`src/rtl/hvac_thermostat_sequencer.sv`:
```
// Thermostat sequencer: turns temperature samples into one-cycle command pulses for the HVAC mode FSM.
// Optional command refresh is compiled in when HVAC_SEQ_REFRESH_EN is defined.
module hvac_thermostat_sequencer #(
   parameter int TEMP_W          = 8,
   parameter int HYST            = 2,
   parameter int MIN_RUN_CYCLES  = 16,
   parameter int MIN_IDLE_CYCLES = 8,
   parameter int REFRESH_CYCLES  = 64
) (
   input  logic              clk,
   input  logic              reset,
   input  logic              enable,
   input  logic [TEMP_W-1:0] temp,
   input  logic [TEMP_W-1:0] setpoint,
   input  logic              sample_valid,
   output logic              cmd_on,
   output logic              cmd_heat,
   output logic              cmd_cool,
   output logic              cmd_off,
   output logic [1:0]        state_o,
   output logic              lockout
);

   localparam int SW        = TEMP_W + 2;
   localparam int DWELL_MAX = (MIN_RUN_CYCLES > MIN_IDLE_CYCLES) ? MIN_RUN_CYCLES : MIN_IDLE_CYCLES;
   localparam int DW        = $clog2(DWELL_MAX + 1);
   localparam logic [DW-1:0] DWELL_SAT = DW'(DWELL_MAX);
   localparam logic [DW-1:0] RUN_MIN   = DW'(MIN_RUN_CYCLES);
   localparam logic [DW-1:0] IDLE_MIN  = DW'(MIN_IDLE_CYCLES);

   if (REFRESH_CYCLES < 2) begin : gBadRefresh
      $error("REFRESH_CYCLES must be at least 2");
   end

   typedef enum logic [1:0] {S_OFF = 2'd0, S_IDLE = 2'd1, S_HEAT = 2'd2, S_COOL = 2'd3} state_t;
   typedef enum logic [1:0] {D_NONE = 2'd0, D_HEAT = 2'd1, D_COOL = 2'd2} demand_t;

   state_t            state, stateNext;
   demand_t           demand, demandNext, demandSample;
   logic [DW-1:0]     dwell, dwellNext;
   logic              lockoutNext;
   logic [3:0]        cmd, cmdNext;
   logic signed [SW-1:0] tempS, spS, hystS;

   // Widened signed thresholds so setpoint-HYST below zero or setpoint+HYST past full scale compare correctly
   always_comb begin
      tempS        = $signed({2'b00, temp});
      spS          = $signed({2'b00, setpoint});
      hystS        = $signed(SW'(HYST));
      demandSample = D_NONE;
      if ((tempS < spS - hystS) || (state == S_HEAT && tempS < spS))
         demandSample = D_HEAT;
      else if ((tempS > spS + hystS) || (state == S_COOL && tempS > spS))
         demandSample = D_COOL;
      demandNext = sample_valid ? demandSample : demand;
   end

   // Transition rules in priority order; disable is a safety override that ignores dwell
   always_comb begin
      stateNext = state;
      if (!enable && state != S_OFF)
         stateNext = S_OFF;
      else if (state == S_OFF && enable)
         stateNext = S_IDLE;
      else if (state == S_IDLE && demand != D_NONE && dwell >= IDLE_MIN)
         stateNext = (demand == D_HEAT) ? S_HEAT : S_COOL;
      else if (((state == S_HEAT && demand != D_HEAT) || (state == S_COOL && demand != D_COOL))
               && dwell >= RUN_MIN)
         stateNext = S_IDLE;

      if (stateNext != state)
         dwellNext = '0;
      else if (dwell == DWELL_SAT)
         dwellNext = dwell;
      else
         dwellNext = dwell + DW'(1);

      lockoutNext = enable &&
         ((stateNext == S_IDLE && demandNext != D_NONE && dwellNext < IDLE_MIN) ||
          (stateNext == S_HEAT && demandNext != D_HEAT && dwellNext < RUN_MIN) ||
          (stateNext == S_COOL && demandNext != D_COOL && dwellNext < RUN_MIN));
   end

   function automatic logic [3:0] cmdFor(state_t s);
      case (s)
         S_OFF:   cmdFor = 4'b0001;
         S_IDLE:  cmdFor = 4'b1000;
         S_HEAT:  cmdFor = 4'b1100;
         default: cmdFor = 4'b1010;
      endcase
   endfunction

`ifdef HVAC_SEQ_REFRESH_EN
   localparam int RW = $clog2(REFRESH_CYCLES);
   localparam logic [RW-1:0] REFRESH_LAST = RW'(REFRESH_CYCLES - 1);

   logic [RW-1:0] refreshCnt;
   logic          refreshFire;

   assign refreshFire = (stateNext == state) && (refreshCnt == REFRESH_LAST);

   // Counts cycles since the last pulse so a stable state re-issues its commands periodically
   always_ff @(posedge clk) begin
      if (reset || stateNext != state || refreshFire)
         refreshCnt <= '0;
      else
         refreshCnt <= refreshCnt + RW'(1);
   end
`endif

   // Entry pulses take precedence over any refresh pulse
   always_comb begin
      cmdNext = 4'b0000;
      if (stateNext != state)
         cmdNext = cmdFor(stateNext);
`ifdef HVAC_SEQ_REFRESH_EN
      else if (refreshFire)
         cmdNext = cmdFor(state);
`endif
   end

   always_ff @(posedge clk) begin
      if (reset) begin
         state   <= S_OFF;
         demand  <= D_NONE;
         dwell   <= '0;
         cmd     <= 4'b0000;
         lockout <= 1'b0;
      end else begin
         state   <= stateNext;
         demand  <= demandNext;
         dwell   <= dwellNext;
         cmd     <= cmdNext;
         lockout <= lockoutNext;
      end
   end

   assign {cmd_on, cmd_heat, cmd_cool, cmd_off} = cmd;
   assign state_o = state;

endmodule

```
`config.mk`:
```
export PLATFORM = sky130hd
export DESIGN_NAME = hvac_thermostat_sequencer
export DESIGN_NICKNAME = d
export VERILOG_FILES = /design/src/rtl/hvac_thermostat_sequencer.sv
export SDC_FILE = /design/constraint.sdc
export NUM_CORES = 1
export LEC_CHECK = 0
export CORE_AREA = 2 2 57 59
export DETAILED_ROUTE_END_ITERATION = 6
export DIE_AREA = 0 0 59 61
export GPL_TIMING_DRIVEN = 1
export PLACE_DENSITY = 0.75
export SYNTH_ARGS = -nofsm -noshare
export SYNTH_HDL_FRONTEND = slang
export SYNTH_SLANG_ARGS = --single-unit
export TNS_END_PERCENT = 100
```
`constraint.sdc`:
```
create_clock -name clk -period 7.6 [get_ports clk]
set_input_delay 1.9 -clock clk [delete_from_list [all_inputs] [get_ports clk]]
set_output_delay 1.9 -clock clk [all_outputs]
set_load 0.01 [all_outputs]
```
# Word-level counts from Yosys, hierarchy flattened
# Index checks and enable logic that the tools add are counted.
# W data, S select, Z words.
[word_totals] register_bits=14 in_bits=20 word_cells=69
[classes] addsub=3 n_lt_le_gt_ge=8 n_eq_ne=13 mux=11 n_bitwise=1 reduce_logical=28
[op_table] operator="$logic_and A1 B1 Y1" n=16
[op_table] operator="$mux W2" n=7
[op_table] operator="$pmux W4 S3" n=1
[op_table] operator="$mux W5" n=2
[op_table] operator="$add A8 B2 Y9 const B" n=1
[op_table] operator="$gt A8 B9 Y1" n=1
[op_table] operator="$lt A9 B9 Y1" n=1
[op_table] operator="$sub A8 B2 Y9 const B" n=1
[op_table] operator="$eq A2 B2 Y1 const B" n=4
[op_table] operator="$gt A8 B8 Y1" n=1
[op_table] operator="$lt A8 B8 Y1" n=1
[op_table] operator="$eq A2 B1 Y1 const B" n=3
[op_table] operator="$reduce_bool A2 Y1" n=3
[op_table] operator="$add A5 B1 Y5 const B" n=1
[op_table] operator="$eq A5 B5 Y1 const B" n=1
[op_table] operator="$ge A5 B4 Y1 const B" n=1
[op_table] operator="$ge A5 B5 Y1 const B" n=1
[op_table] operator="$logic_or A1 B1 Y1" n=5
[op_table] operator="$lt A5 B4 Y1 const B" n=1
[op_table] operator="$lt A5 B5 Y1 const B" n=1
[op_table] operator="$logic_not A2 Y1" n=2
[op_table] operator="$ne A2 B1 Y1 const B" n=2
[op_table] operator="$ne A2 B2 Y1 const B" n=2
[op_table] operator="$ne A2 B2 Y1" n=1
[op_table] operator="other kinds (4)" n=4

# Longest topological paths before layout
# Gate-level depths: netlist (run 1).
[depth] depth_word=15 depth_mapped=12 ltp_nobuf=11

# Worst setup path before layout (run 1)
# No wires, ideal clock.
[synth_path] path_kind="input to register" start="input port setpoint[3]" end="register lockout" setup_time_ns=0.112 t_arrival_ns=3.959 required_time_ns=7.488 slack_ns=3.529 cell_stages=10 cell_sequence="buf_6 > or3_4 > nor2_2 > nand2_1 > xnor2_1 > ha_1 > a221o_1 > o221ai_2 > a21boi_0 > a2111oi_1"
[synth_between] elab_chain_len=12 elab_cells_between_ends=25 classes_between="add/sub: 2; order compare: 4; eq/ne: 2; mux: 3; reduce/logical: 14"
[synth_rtl] element="start, declared" line="14" rtl="input logic [TEMP_W-1:0] setpoint,"
[synth_rtl] element="$add A8 B2 Y9 / $gt A8 B8 Y1 (equally long branches)" line="53" rtl="else if ((tempS > spS + hystS) || (state == S_COOL && tempS > spS))"
[synth_rtl] element="$gt A8 B9 Y1 / $logic_and A1 B1 Y1 (equally long branches)" line="53"
[synth_rtl] element="$logic_or A1 B1 Y1" line="53"
[synth_rtl] element="$mux W2" line="53"
[synth_rtl] element="$mux W2 (*)" line="51" rtl="if ((tempS < spS - hystS) || (state == S_HEAT && tempS < spS))"
[synth_rtl] element="$mux W2 (*)" line="55" rtl="demandNext = sample_valid ? demandSample : demand;"
[synth_rtl] element="$ne A2 B1 Y1 / $reduce_bool A2 Y1 (equally long branches)" line="80, 79"
[synth_rtl] element="$logic_and A1 B1 Y1, on equally long branches (2 in series)" line="80, 79"
[synth_rtl] element="$logic_or A1 B1 Y1" line="79" rtl="((stateNext == S_IDLE && demandNext != D_NONE && dwellNext < IDLE_MIN) ||"
[synth_rtl] element="$logic_or A1 B1 Y1 (*)" line="80" rtl="(stateNext == S_HEAT && demandNext != D_HEAT && dwellNext < RUN_MIN) ||"
[synth_rtl] element="$logic_and A1 B1 Y1 (*)" line="78" rtl="lockoutNext = enable &&"
[synth_rtl] element="end signal, assigned" line="134" rtl="lockout <= lockoutNext;"
[synth_rtl] element="end, declared" line="21" rtl="output logic lockout"
# Every way passes the cells marked *; elsewhere a longest branch is shown, timed or not.
# A chain may end at the register's enable or synchronous reset.

# Worst setup path after layout (run 1)
[layout_path] start="input port setpoint[1]" end="register lockout"
# The elaborated chain is that of the path after synthesis.

==> impl_metrics.env, run 1 <==
export IMPL_status="completed"
export IMPL_cts_buffer_depth=2
export IMPL_power_density_nw_per_um2=108
export IMPL_tightest_slew_ns=0.668
export IMPL_cts_max_level=1
export IMPL_post_route_cell_area_sq_um=1730
export IMPL_skew_ns=0.00225
export IMPL_grt_pass1_vias=1330
export IMPL_fin_crit_sh_pct=61.5
export IMPL_power_leakage_uw=0.000741
export IMPL_worst_hold_slack_ns=0.558
export IMPL_fin_setup_tns_ns=0
export IMPL_worstPathArrival_ns=4.83
export IMPL_crit_path_start_kind="input port"
export IMPL_dpl_hpwl_mm=2.84
export IMPL_synth_seq_cells=14
export IMPL_crit_required_ns=7.76
export IMPL_ys_seq_area_share_pct=19.6
export IMPL_syn_nets=219
export IMPL_path_class="input port to flop"
export IMPL_wl_mm=3.48
export IMPL_slew_headroom_pct=54.8
export IMPL_cp_end_kind="flop"
export IMPL_antenna_found_initial=0
export IMPL_path_clk_slew_ns=0.07
export IMPL_nNetsFinal=246
export IMPL_synth_area_leaders="ha_1, dfxtp_1, xnor2_1"
export IMPL_viasPerCell=5.78
export IMPL_finalSetupViolCount=0
export IMPL_grt_ovfl_total=0
export IMPL_rsz0062_at_grt="no"
export IMPL_clock_latency_ns=0.28
export IMPL_yosys_warnings=0
export IMPL_die_width_microns=59
export IMPL_placed_area_sq_um=1700
export IMPL_antennaDiodeCount=0
export IMPL_drt_initial_drc_count=77
export IMPL_routedWlPerCell_microns=15.0
export IMPL_ios=27
export IMPL_ant_nets=0
export IMPL_synth_top_area_share_pct=21.9
export IMPL_area_delta_synth_final_pct=21.1
export IMPL_hold_viol_final=0
export IMPL_hold_class="flop to flop"
export IMPL_netlist_instances=174
export IMPL_die_h_microns=61
export IMPL_vias=1340
export IMPL_port_buffers=26
export IMPL_grt_total_usage_pct=21.7
export IMPL_synth_async_reset_ratio_pct=0
export IMPL_die_area_sq_um=3600
export IMPL_cts_resized=0
export IMPL_min_period_ns=4.67
export IMPL_core_area_sq_um=2950
export IMPL_maxSlewViolCount=0
export IMPL_layout_commonest_cell="clkdlybuf4s50_1"
export IMPL_start_util_pct=48.3
export IMPL_cap_violations=0
export IMPL_synth_avg_cell_area_sq_um=8.20
export IMPL_grt_max_degree=12
export IMPL_drcViolationCount=0
export IMPL_synth_edf_count=0
export IMPL_dr_pass1_iters=4
export IMPL_ir_drop_mv=0.0815
export IMPL_worstPathMaxFanout=9
export IMPL_synth_main_ff_cell="dfxtp_1"
export IMPL_num_rows=20
export IMPL_r2r_setup_slack_ns=5.70
export IMPL_cts_root_buf="clkbuf_4"
export IMPL_fill_cells=287
export IMPL_synth_area_sq_um=1430
export IMPL_synth_top_area_cell="ha_1"
export IMPL_synthDistinctLibCells=44
export IMPL_drive_gt1_share_pct=4.02
export IMPL_mostFrequentLayoutCells="clkdlybuf4s50_1, ha_1, inv_1, nor2_1, dfxtp_1"
export IMPL_gp_congestion=0.866
export IMPL_grt_first_pass_wirelength_mm=6.04
export IMPL_postCtsHoldBufs=0
export IMPL_cts_num_sinks=14
export IMPL_postCtsSetupRepairBufs=0
export IMPL_cts_tree="done"
export IMPL_numCtsBuffers=3
export IMPL_power_uw=187
export IMPL_fmax_mhz=214
## Yosys cell counts (all sizes together), types with 2 or more instances
cell      n
buf       2
nand2b    5
clkbuf    2
nand3    11
xnor2    12
a21oi     9
ha       25
a221o     2
o21bai    2
and3      3
nor2     15
a211oi    3
xor2      2
o2bb2ai   2
a21boi    2
dfxtp    14
nor3      6
inv      14
nor2b     5
nand2     8
a2111oi   2
nand4     4
o22ai     2
o21ai     2
a21o      4
## logic make-up (layout without fill, tap and decap cells)
| group | Yosys count | count (layout) | synth area share (%) |
|---|---|---|---|
| AO/OA/AOI/OAI | 39 | 39 | 20.3 |
| XOR/XNOR | 14 | 14 | 8.60 |
| adder cells (fa/ha/maj) | 25 | 25 | 21.9 |
| buffers and inverters | 18 | 43 | 5.35 |
| flip-flops | 14 | 14 | 19.6 |
| multiplexers | 1 | 1 | 0.702 |
| AND/OR/NAND/NOR | 63 | 63 | 23.5 |
## layer usage
| layer | GRT usage (%) | routed length [microns] |
|---|---|---|
| met1 | 30.0 | 1660 |
| met2 | 36.3 | 1680 |
| met3 | 4.05 | 144 |
| met4 | 2.27 | 0 |
| met5 | 0 | 0 |
## path summary, 6_finish.rpt
kind	from	end	cells after the start
hold reg to reg	dwell[1]$_SDFFE_PP0N_	dwell[1]$_SDFFE_PP0N_	2
setup reg to reg	state_o[1]$_SDFF_PP0_	lockout$_SDFF_PP0_	6
setup / recovery	setpoint[1]	lockout$_SDFF_PP0_	11
hold / removal	dwell[1]$_SDFFE_PP0N_	dwell[1]$_SDFFE_PP0N_	2
## cell type report
cell class / count / area, sq um / area share (%)
inverters: 14 / 52.6 / 3.04
repair buffers: 26 / 260 / 15.1
multi-input cells: 142 / 1070 / 62.0
flip-flops and latches: 14 / 280 / 16.2
well taps: 33 / 41.3 / 2.39
clock buffers: 3 / 22.5 / 1.30
## report_power, final
group	internal, uW	leakage (uW)	total (uW)	switching, uW
registers	75.7	0.000114	78.2	2.52
clock network	18.4	0.0000138	39.8	21.5
logic	33.8	0.000613	68.8	34.9
total	128	0.000741	187	58.9
## through the flow
stage	utilization, %	cells	setup slack [ns]
after floorplan	-	174	3.53
after global placement	57.7	229	2.77
after detailed placement	57.7	229	2.70
after CTS	58.5	232	2.99
after global routing	58.5	232	2.69
final	58.5	232	2.93
## flip-flops by register name (all words and copies together) (netlist names)
name / cells
cmd: 4
demand: 2
dwell: 5
lockout: 1
state_o: 2
## worst max-delay path: stages
cell and delay (ns):
clkdlybuf4s50_1 0.71, inv_1 0.12, ha_1 0.29, xnor2_1 0.15, ha_1 0.30, a21o_1 0.18
a211oi_1 0.25, a21oi_1 0.13, o221ai_2 0.26, a21boi_0 0.14, a2111oi_1 0.40
No activity file was read; power rests on OpenSTA's default activity.
==> inputs of run 2 (changes only) <==
--- a/config.mk
+++ b/config.mk
@@ -5,11 +5,11 @@
 export SDC_FILE = /design/constraint.sdc
 export NUM_CORES = 1
 export LEC_CHECK = 0
-export CORE_AREA = 2 2 57 59
+export CORE_AREA = 2 2 59 61
 export DETAILED_ROUTE_END_ITERATION = 6
-export DIE_AREA = 0 0 59 61
+export DIE_AREA = 0 0 61 63
 export GPL_TIMING_DRIVEN = 1
-export PLACE_DENSITY = 0.75
+export PLACE_DENSITY = 0.73
 export SYNTH_ARGS = -nofsm -noshare
 export SYNTH_HDL_FRONTEND = slang
 export SYNTH_SLANG_ARGS = --single-unit
==> constraint.sdc (replaced) <==
create_clock -name clk -period 4.04 [get_ports clk]
set_input_delay 1.01 -clock clk [delete_from_list [all_inputs] [get_ports clk]]
set_output_delay 1.01 -clock clk [all_outputs]
set_load 0.01 [all_outputs]
==> run 2 against run 1 <==
Power rose by 100%. Global-route usage is 2.2 points lower. Sequential power increased by 88%. First-iteration DRC count is 6.5% lower. Setup slack worse by 2.6 ns. Register-to-register slack got worse by 3.5 ns. Sequential cell count stayed put. Highest routed layer is now met4.
==> impl_metrics.env, run 2 (synthesis results as in run 1) <==
export IMPL_area_delta_synth_final_pct=24.2
export IMPL_start_util_pct=44.1
export IMPL_fin_crit_sh_pct=92.3
export IMPL_power_leakage_uw=0.000758
export IMPL_drcViolationCount=0
export IMPL_numCtsBuffers=3
export IMPL_grt_pass1_vias=1315
export IMPL_rsz0062_at_grt="no"
export IMPL_viasPerCell=5.70
export IMPL_clock_latency_ns=0.28
export IMPL_fin_setup_tns_ns=0
export IMPL_cts_root_buf="clkbuf_4"
export IMPL_top_register="dwell"
export IMPL_postCtsSetupRepairBufs=0
export IMPL_ant_nets=0
export IMPL_die_area_sq_um=3840
export IMPL_die_width_microns=61
export IMPL_dr_pass1_iters=4
export IMPL_crit_required_ns=4.21
export IMPL_antennaDiodeCount=0
export IMPL_power_frac_seq_pct=39.1
export IMPL_crit_path_start_kind="input port"
export IMPL_path_clk_slew_ns=0.08
export IMPL_maxSlewViolCount=0
export IMPL_tightest_slew_ns=0.628
export IMPL_nNetsFinal=248
export IMPL_cts_num_sinks=14
export IMPL_path_class="input port to flop"
export IMPL_drive_gt1_share_pct=5.45
export IMPL_drt_initial_drc_count=72
export IMPL_gp_congestion=0.855
export IMPL_port_buffers=26
export IMPL_fill_cells=319
export IMPL_slew_headroom_pct=57.5
export IMPL_hold_viol_final=0
export IMPL_fmax_mhz=268
export IMPL_pwr_share_clk_pct=26.3
export IMPL_cts_max_level=1
export IMPL_dp_cells=244
export IMPL_cts_tree="done"
export IMPL_grt_max_degree=12
export IMPL_cap_violations=0
export IMPL_swShare_pct=30.4
export IMPL_mostFrequentLayoutCells="clkdlybuf4s50_1, ha_1, inv_1, nor2_1, dfxtp_1"
export IMPL_skew_ns=0.00368
export IMPL_grt_total_usage_pct=19.4
export IMPL_final_cells=248
export IMPL_die_h_microns=63
export IMPL_status="completed"
export IMPL_min_period_ns=3.73
export IMPL_worstPathMaxFanout=8
export IMPL_postCtsHoldBufs=0
export IMPL_dpl_hpwl_mm=2.87
export IMPL_worstPathArrival_ns=3.89
export IMPL_ios=27
export IMPL_cts_buffer_depth=2
export IMPL_ir_drop_mv=0.0857
export IMPL_hold_class="flop to flop"
export IMPL_cp_end_kind="flop"
export IMPL_grt_ovfl_total=0
export IMPL_vias=1414
export IMPL_grt_first_pass_wirelength_mm=5.88
export IMPL_cts_resized=0
export IMPL_num_rows=21
export IMPL_core_area_sq_um=3230
export IMPL_power_density_nw_per_um2=213
export IMPL_p_int_uw=262
export IMPL_finalSetupViolCount=0
export IMPL_antenna_found_initial=0
export IMPL_largest_reg_flops=5
export IMPL_layout_commonest_cell="clkdlybuf4s50_1"
export IMPL_wl_mm=3.46
export IMPL_top_regs="dwell (5), cmd (4)"
export IMPL_netSwitchingPower_uw=115
export IMPL_routedWlPerCell_microns=13.9
export IMPL_combPwrFrac_pct=34.7
-- run 2: worst max-delay path, stage by stage --
cell and delay (ns):
clkdlybuf4s50_1 0.64, inv_1 0.13, ha_1 0.26, xnor2_1 0.15
ha_1 0.30, a21o_1 0.17, a211oi_1 0.29, a21oi_1 0.14
o221ai_2 0.26, a21boi_0 0.13, a2111oi_1 0.41
-- run 2: final cells by class --
class                           instances  area [sq um]  share of cell area (%)
Timing Repair Buffer                   28           275                    15.5
Multi-Input combinational cell        142          1070                    60.4
Clock buffer                            4          36.3                    2.05
Tap cell                               46          57.6                    3.25
Sequential cell                        14           280                    15.8
Inverter                               14          52.6                    2.97
-- run 2: power by group through the flow --
stage                     Clock [uW]  Combinational [uW]  Sequential [uW]
final                           99.0                 131              147
after global routing             110                 146              148
after CTS                        102                 130              147
after detailed placement           0                 129              150
after global placement             0                 124              150
after floorplan                    0                77.0              149
-- run 2: layer usage --
metal	up-vias	track usage [%]	part of all wire, %
met1	665	26.1	47
met2	44	30.8	47
met4	0	5.43	2.0
li1	694	-	-
met5	-	0	0
met3	11	4.14	4.6
-- run 2: metrics by stage --
step / worst slack, ns / power [uW] / area (sq um) / util (%) / hold WS, ns
after global placement: 0.174 / 274 / 1740 / 53.7 / 0.537
after detailed placement: 0.0660 / 279 / 1740 / 53.7 / 0.572
after global routing: 0.134 / 404 / 1770 / 54.8 / 0.603
after floorplan: 0.859 / 226 / 1430 / - / 0.514
after CTS: 0.346 / 379 / 1770 / 54.8 / 0.583
final: 0.313 / 377 / 1770 / 54.8 / 0.572
-- run 2: final timing paths --
kind	start	to	slack, ns	cells after the start
worst max-delay path	setpoint[2]	lockout$_SDFF_PP0_	0.31	11
worst min-delay path	dwell[1]$_SDFFE_PP0N_	dwell[1]$_SDFFE_PP0N_	0.57	2
worst max register to register	dwell[4]$_SDFF_PP0_	lockout$_SDFF_PP0_	2.16	6
worst min register to register	dwell[1]$_SDFFE_PP0N_	dwell[1]$_SDFFE_PP0N_	0.57	2
